==> src/rtl/arb_wrr.sv <==
// Weighted round-robin arbiter, WIDTH requesters onto one port; ARB_WRR_LOCK_EN enables packet lock.
// Latency: grant is combinational from req and state (zero cycles); credit/pointer update on transfer.
// Backpressure: an unaccepted grant is held stable while gnt_rdy=0 and its requester keeps req high.
module arb_wrr #(
    parameter int WIDTH = 4,
    parameter int WGT_W = 4,
    parameter int IDX_W = $clog2(WIDTH)
) (
    input  logic                     clk,
    input  logic                     rst_n,
    input  logic [WIDTH-1:0]         req,
    input  logic [WIDTH*WGT_W-1:0]   req_wgt,
    input  logic [WIDTH-1:0]         req_last,
    input  logic                     gnt_rdy,
    output logic [WIDTH-1:0]         gnt,
    output logic                     gnt_vld,
    output logic [IDX_W-1:0]         gnt_idx
);

    logic [IDX_W-1:0] ptr;
    logic [WGT_W-1:0] cnt;
    logic             hold_vld;
    logic [IDX_W-1:0] hold_idx;
`ifdef ARB_WRR_LOCK_EN
    logic             lock_vld;
    logic [IDX_W-1:0] lock_idx;
`endif

    logic             scan_vld;
    logic [IDX_W-1:0] scan_idx;
    logic [IDX_W-1:0] scan_pos;
    int               scan_sum;
    logic             sel_vld;
    logic [IDX_W-1:0] sel_idx;

    logic [WGT_W-1:0] wgt_raw;
    logic [WGT_W:0]   wgt_eff;
    logic [WGT_W:0]   credit_n;
    logic             rotate;
    logic [IDX_W-1:0] ptr_next;
    logic             xfer;
    logic             pkt_end;

    // Cyclic scan starting at ptr; first requester found wins.
    always_comb begin
        scan_vld = 1'b0;
        scan_idx = '0;
        scan_pos = '0;
        scan_sum = 0;
        for (int k = 0; k < WIDTH; k++) begin
            scan_sum = int'(ptr) + k;
            if (scan_sum >= WIDTH) begin
                scan_sum = scan_sum - WIDTH;
            end
            scan_pos = IDX_W'(scan_sum);
            if (!scan_vld && req[scan_pos]) begin
                scan_vld = 1'b1;
                scan_idx = scan_pos;
            end
        end
    end

    always_comb begin
        sel_vld = 1'b0;
        sel_idx = '0;
`ifdef ARB_WRR_LOCK_EN
        if (lock_vld) begin
            sel_vld = req[lock_idx];
            sel_idx = req[lock_idx] ? lock_idx : '0;
        end else
`endif
        if (hold_vld && req[hold_idx]) begin
            sel_vld = 1'b1;
            sel_idx = hold_idx;
        end else begin
            sel_vld = scan_vld;
            sel_idx = scan_idx;
        end
    end

    always_comb begin
        gnt = '0;
        if (sel_vld) begin
            gnt[sel_idx] = 1'b1;
        end
    end

    assign gnt_vld = sel_vld;
    assign gnt_idx = sel_idx;
    assign xfer    = sel_vld & gnt_rdy;

    always_comb begin
        wgt_raw = '0;
        for (int i = 0; i < WIDTH; i++) begin
            if (sel_idx == IDX_W'(i)) begin
                wgt_raw = req_wgt[i*WGT_W +: WGT_W];
            end
        end
    end

    // One bit wider than the counter so the compare cannot wrap; zero weight acts as one.
    assign wgt_eff  = (wgt_raw == '0) ? (WGT_W+1)'(1) : {1'b0, wgt_raw};
    assign credit_n = ((sel_idx == ptr) ? {1'b0, cnt} : '0) + (WGT_W+1)'(1);
    assign rotate   = (credit_n >= wgt_eff);
    assign ptr_next = (sel_idx == IDX_W'(WIDTH-1)) ? '0 : sel_idx + IDX_W'(1);

`ifdef ARB_WRR_LOCK_EN
    assign pkt_end = req_last[sel_idx];
`else
    logic unused_last;
    assign unused_last = ^req_last;
    assign pkt_end     = 1'b1;
`endif

    always_ff @(posedge clk or negedge rst_n) begin
        if (!rst_n) begin
            ptr      <= '0;
            cnt      <= '0;
            hold_vld <= 1'b0;
            hold_idx <= '0;
`ifdef ARB_WRR_LOCK_EN
            lock_vld <= 1'b0;
            lock_idx <= '0;
`endif
        end else begin
            // A hold whose requester dropped is released here since sel_vld re-arbitrates.
            hold_vld <= sel_vld & ~gnt_rdy;
            if (sel_vld && !gnt_rdy) begin
                hold_idx <= sel_idx;
            end
            if (xfer && pkt_end) begin
                if (rotate) begin
                    ptr <= ptr_next;
                    cnt <= '0;
                end else begin
                    ptr <= sel_idx;
                    cnt <= credit_n[WGT_W-1:0];
                end
            end
`ifdef ARB_WRR_LOCK_EN
            if (xfer) begin
                lock_vld <= ~req_last[sel_idx];
                if (!req_last[sel_idx]) begin
                    lock_idx <= sel_idx;
                end
            end
`endif
        end
    end

    a_gnt_onehot: assert property (@(posedge clk) disable iff (!rst_n) $onehot0(gnt));
    a_vld_or:     assert property (@(posedge clk) disable iff (!rst_n) gnt_vld == (|gnt));
    a_hold_stable: assert property (@(posedge clk) disable iff (!rst_n)
        (gnt_vld && !gnt_rdy) |=> ((gnt == $past(gnt)) || !(|($past(gnt) & req))));

endmodule
==> config.mk <==
export PLATFORM = sky130hd
export DESIGN_NAME = arb_wrr
export DESIGN_NICKNAME = d
export VERILOG_FILES = /design/src/rtl/arb_wrr.sv
export SDC_FILE = /design/constraint.sdc
export NUM_CORES = 1
export LEC_CHECK = 0
export CAP_MARGIN = 0
export CORE_MARGIN = 10
export CORE_UTILIZATION = 48
export DETAILED_ROUTE_END_ITERATION = 6
export PLACE_DENSITY = 0.81
export SLEW_MARGIN = 25
export SYNTH_ARGS = -nofsm -noshare
export SYNTH_HDL_FRONTEND = slang
export SYNTH_SLANG_ARGS = --single-unit
export TNS_END_PERCENT = 20
==> constraint.sdc <==
create_clock -name clk -period 4.53 [get_ports clk]
set_input_delay 0.6795 -clock clk [delete_from_list [all_inputs] [get_ports clk]]
set_output_delay 0.6795 -clock clk [all_outputs]
set_load 0.02 [all_outputs]
==> results of run 1 <==
-- worst max path at each step --
stage | start | endpoint | slack [ps] | cells after the start
2_1_floorplan | req[3] | cnt[2]$_DFFE_PN0P_ | 490 | 18
3_3_place_gp | req[0] | cnt[2]$_DFFE_PN0P_ | -50 | 18
3_5_place_dp | req[0] | cnt[2]$_DFFE_PN0P_ | -130 | 18
4_1_cts | req[0] | cnt[2]$_DFFE_PN0P_ | 110 | 18
5_1_grt | req[3] | cnt[2]$_DFFE_PN0P_ | -5 | 19
6_report | req[3] | cnt[2]$_DFFE_PN0P_ | 260 | 18
-- timing repair --
action                                  in CTS  in global routing
buffers inserted                             0                  0
resized for setup                            0                  6
endpoints found under the setup margin       0                  6
endpoints found under the hold margin        0                  0
-- where the power goes --
part           leakage [uW]  switching, uW  internal [uW]
logic              0.000568            424            411
clock network     0.0000150           29.2           34.0
registers          0.000114           46.3            110
-- metrics by stage --
stage	hold slack, ps	setup slack (ps)	instance area [sq um]
after CTS	517	108	1610
after global placement	494	-49.3	1590
after floorplan	384	491	1170
after detailed placement	503	-133	1590
final	508	256	1630
after global routing	562	-5.30	1630
-- cell type report --
cell class	instances	area share
clock buffers	4	0.0161
inverters	6	0.0138
multi-input cells	129	0.558
flip-flops and latches	9	0.138
well taps	28	0.0215
repair buffers	45	0.253
-- state kept, by name, summed over array words and instances (netlist names) --
name and count:
cnt 4, hold_idx 2, hold_vld 1, ptr 2
-- cell families after synthesis --
kind of cell	Yosys count	synth area share
AND/OR/NAND/NOR	71	0.342
buffers and inverters	12	0.0458
adder cells (fa/ha/maj)	9	0.0960
AO/OA/AOI/OAI	43	0.268
multiplexers	4	0.0416
flip-flops	9	0.192
XOR/XNOR	2	0.0149
-- layout by cell type (no fill, tap or decap), drive strengths merged, types with 2 or more instances in the layout --
cell type / netlist / layout
clkdlybuf4s50: 0 / 28
or4: 3 / 3
nand3b: 4 / 4
o21ai: 5 / 5
o31ai: 2 / 2
nor4: 3 / 3
or3: 3 / 3
or2: 2 / 2
a21oi: 18 / 18
nor3: 3 / 3
buf: 2 / 16
and3: 2 / 2
inv: 6 / 6
o2111ai: 3 / 3
clkbuf: 4 / 4
nand2b: 6 / 6
nor2b: 2 / 2
nand3: 6 / 6
o21a: 3 / 3
mux2i: 3 / 3
and2: 11 / 11
dfrtp: 9 / 9
ha: 9 / 9
nand2: 14 / 14
nor2: 9 / 9
-- worst max-delay path: stages --
cell             delay, ps
clkdlybuf4s50_1        470
mux2i_2                220
o22ai_2                110
or4_4                  570
nand2_2                110
ha_2                   250
nand2_1                 70
a21oi_1                160
a21oi_1                 70
nor2_1                 150
a21oi_2                 60
a31o_2                 210
ha_1                   260
nand2b_1               160
a21oi_2                170
o21ai_2                110
or4_1                  480
o211ai_1               130
-- metal layers --
layer,GRT usage,routed length [microns],up-vias
met5,0,0,-
met4,0.0377,31,0
met3,0.0300,104,4
met2,0.243,1850,20
met1,0.167,1490,610
li1,-,-,645
==> impl_metrics.csv, run 1 <==
group,metric,value,unit
status,status,"finished clean",
detailed_routing,vias,1279,
pwr,finalPower,1050,uW
clock_tree,clkSinkCount,9,
place,gp_congestion,0.937,
final_layout,register_area,225,sq um
global_routing,grt_pass1_wl,5820,microns
synth,synth_top_area_cell,"dfrtp_1",
synth,postSynthCellCount,150,
clock_tree,ctsHoldBuffers,0,
min_path,hold_start,"cnt[1]$_DFFE_PN0P_",
synth,ys_seq_area_frac,0.192,
synth,yosysWarnings,0,
die,dieArea,4820,sq um
min_path,hold_end,"cnt[1]$_DFFE_PN0P_",
min_path,hp-class,"flip-flop to flip-flop",
synth,synthFlopType,"dfrtp_1",
detailed_routing,drtPass1Iterations,4,
place,dp_cells,217,
run,max_cap_viol_count,0,
place,port_buffers,29,
clock_tree,clkLatencyLatePin,270,ps
clock_tree,cts_buffer_depth,2,
detailed_routing,drc,0,
timing,fmax,0.234,GHz
final_layout,nets,230,
pwr,p_per_area,646,nW/um^2
synth,synth_edf_count,0,
final_layout,fillers,181,
clock_tree,cts-buffers-inserted,3,
global_routing,groute.usage.overall,0.140,
global_routing,antenna_found_initial,0,
final_layout,drive_gt1_frac,0.207,
setup_path,reg2reg_depth,17,
clock_tree,cts_tree,"built",
final_layout,syn2layout_area_growth,39.1,%
pwr,peakVddDrop,0.605,mV
setup_path,cp_data_required_time,4700,ps
setup_path,reg2reg_to,"cnt[2]$_DFFE_PN0P_",
synth,synth.avg_cell_area,7.82,sq um
timing,hold_violations,0,
global_routing,grt-ovfl-total,0,
die,die_h,69.4,microns
setup_path,rrSetupSlack,550,ps
setup_path,startpoint_type,"input pin",
die,core,2280,sq um
timing,drv_slew,0,
timing,setup_violations,0,
final_layout,multi_input_area,911,sq um
global_routing,grt_pass1_vias,1236,
synth,syn_area,1170,sq um
pwr,leakage,0.000696,uW
synth,netlist.area_leader.share,0.192,
setup_path,end_kind,"flip-flop",
die,die_x,69.4,microns
die,initial_utilization,0.516,
clock_tree,h-tree-depth,1,
timing,skew,8.20,ps
detailed_routing,avgRoutedWirePerCell,15.7,microns
synth,ys_ff_latch,9,
synth,ys_async_sr_fraction,1.00,
timing,tns,0,ps
final_layout,fin_cells,221,
die,io_pins,34,
clock_tree,clk_pin_slew_worst_paths,60,ps
timing,tightest_slew,418,ps
clock_tree,cts-root-buf,"clkbuf_4",
final_layout,post-route-util,0.717,
final_layout,antenna_cells,0,
setup_path,cp_max_fo,9,
synth,yosysMostFrequentCell,"a21oi_1",
min_path,hold_depth,2,
detailed_routing,viasPerCell,5.79,
place,detailed_place_hpwl,2840,microns
detailed_routing,routed_wirelength,3480,microns
timing,fin_crit,4270,ps
timing,slew_headroom,0.721,
synth,synth_cell_types,50,
setup_path,r2r_start,"hold_idx[0]$_DFFE_PN0P_",
setup_path,worstSetupPathType,"input pin to flip-flop",
setup_path,crit_arrival,4440,ps
timing,period_share,0.944,
die,num_rows,17,
synth,synth_common_cells,"18 x a21oi_1, 13 x nand2_1",
detailed_routing,initialDrtViolationCount,100,
global_routing,grt_max_degree,10,
detailed_routing,ant_nets,0,
synth,synth_area_leaders,"dfrtp_1 19%, ha_1 9.6%, a21oi_1 7.7%, and2_1 4.8%, nand2_1 4.2%",
synth,synth_nets,186,
Note: power is estimated with default switching activity, not from simulation.
==> inputs of run 2 (changes only) <==
--- a/config.mk
+++ b/config.mk
@@ -8,6 +8,7 @@
 export CAP_MARGIN = 0
 export CORE_MARGIN = 10
 export CORE_UTILIZATION = 48
+export CTS_CLUSTER_SIZE = 14
 export DETAILED_ROUTE_END_ITERATION = 6
 export PLACE_DENSITY = 0.81
 export SLEW_MARGIN = 25
==> results of run 2 <==
Final layout, timing and power as in run 1 (identical DEF).
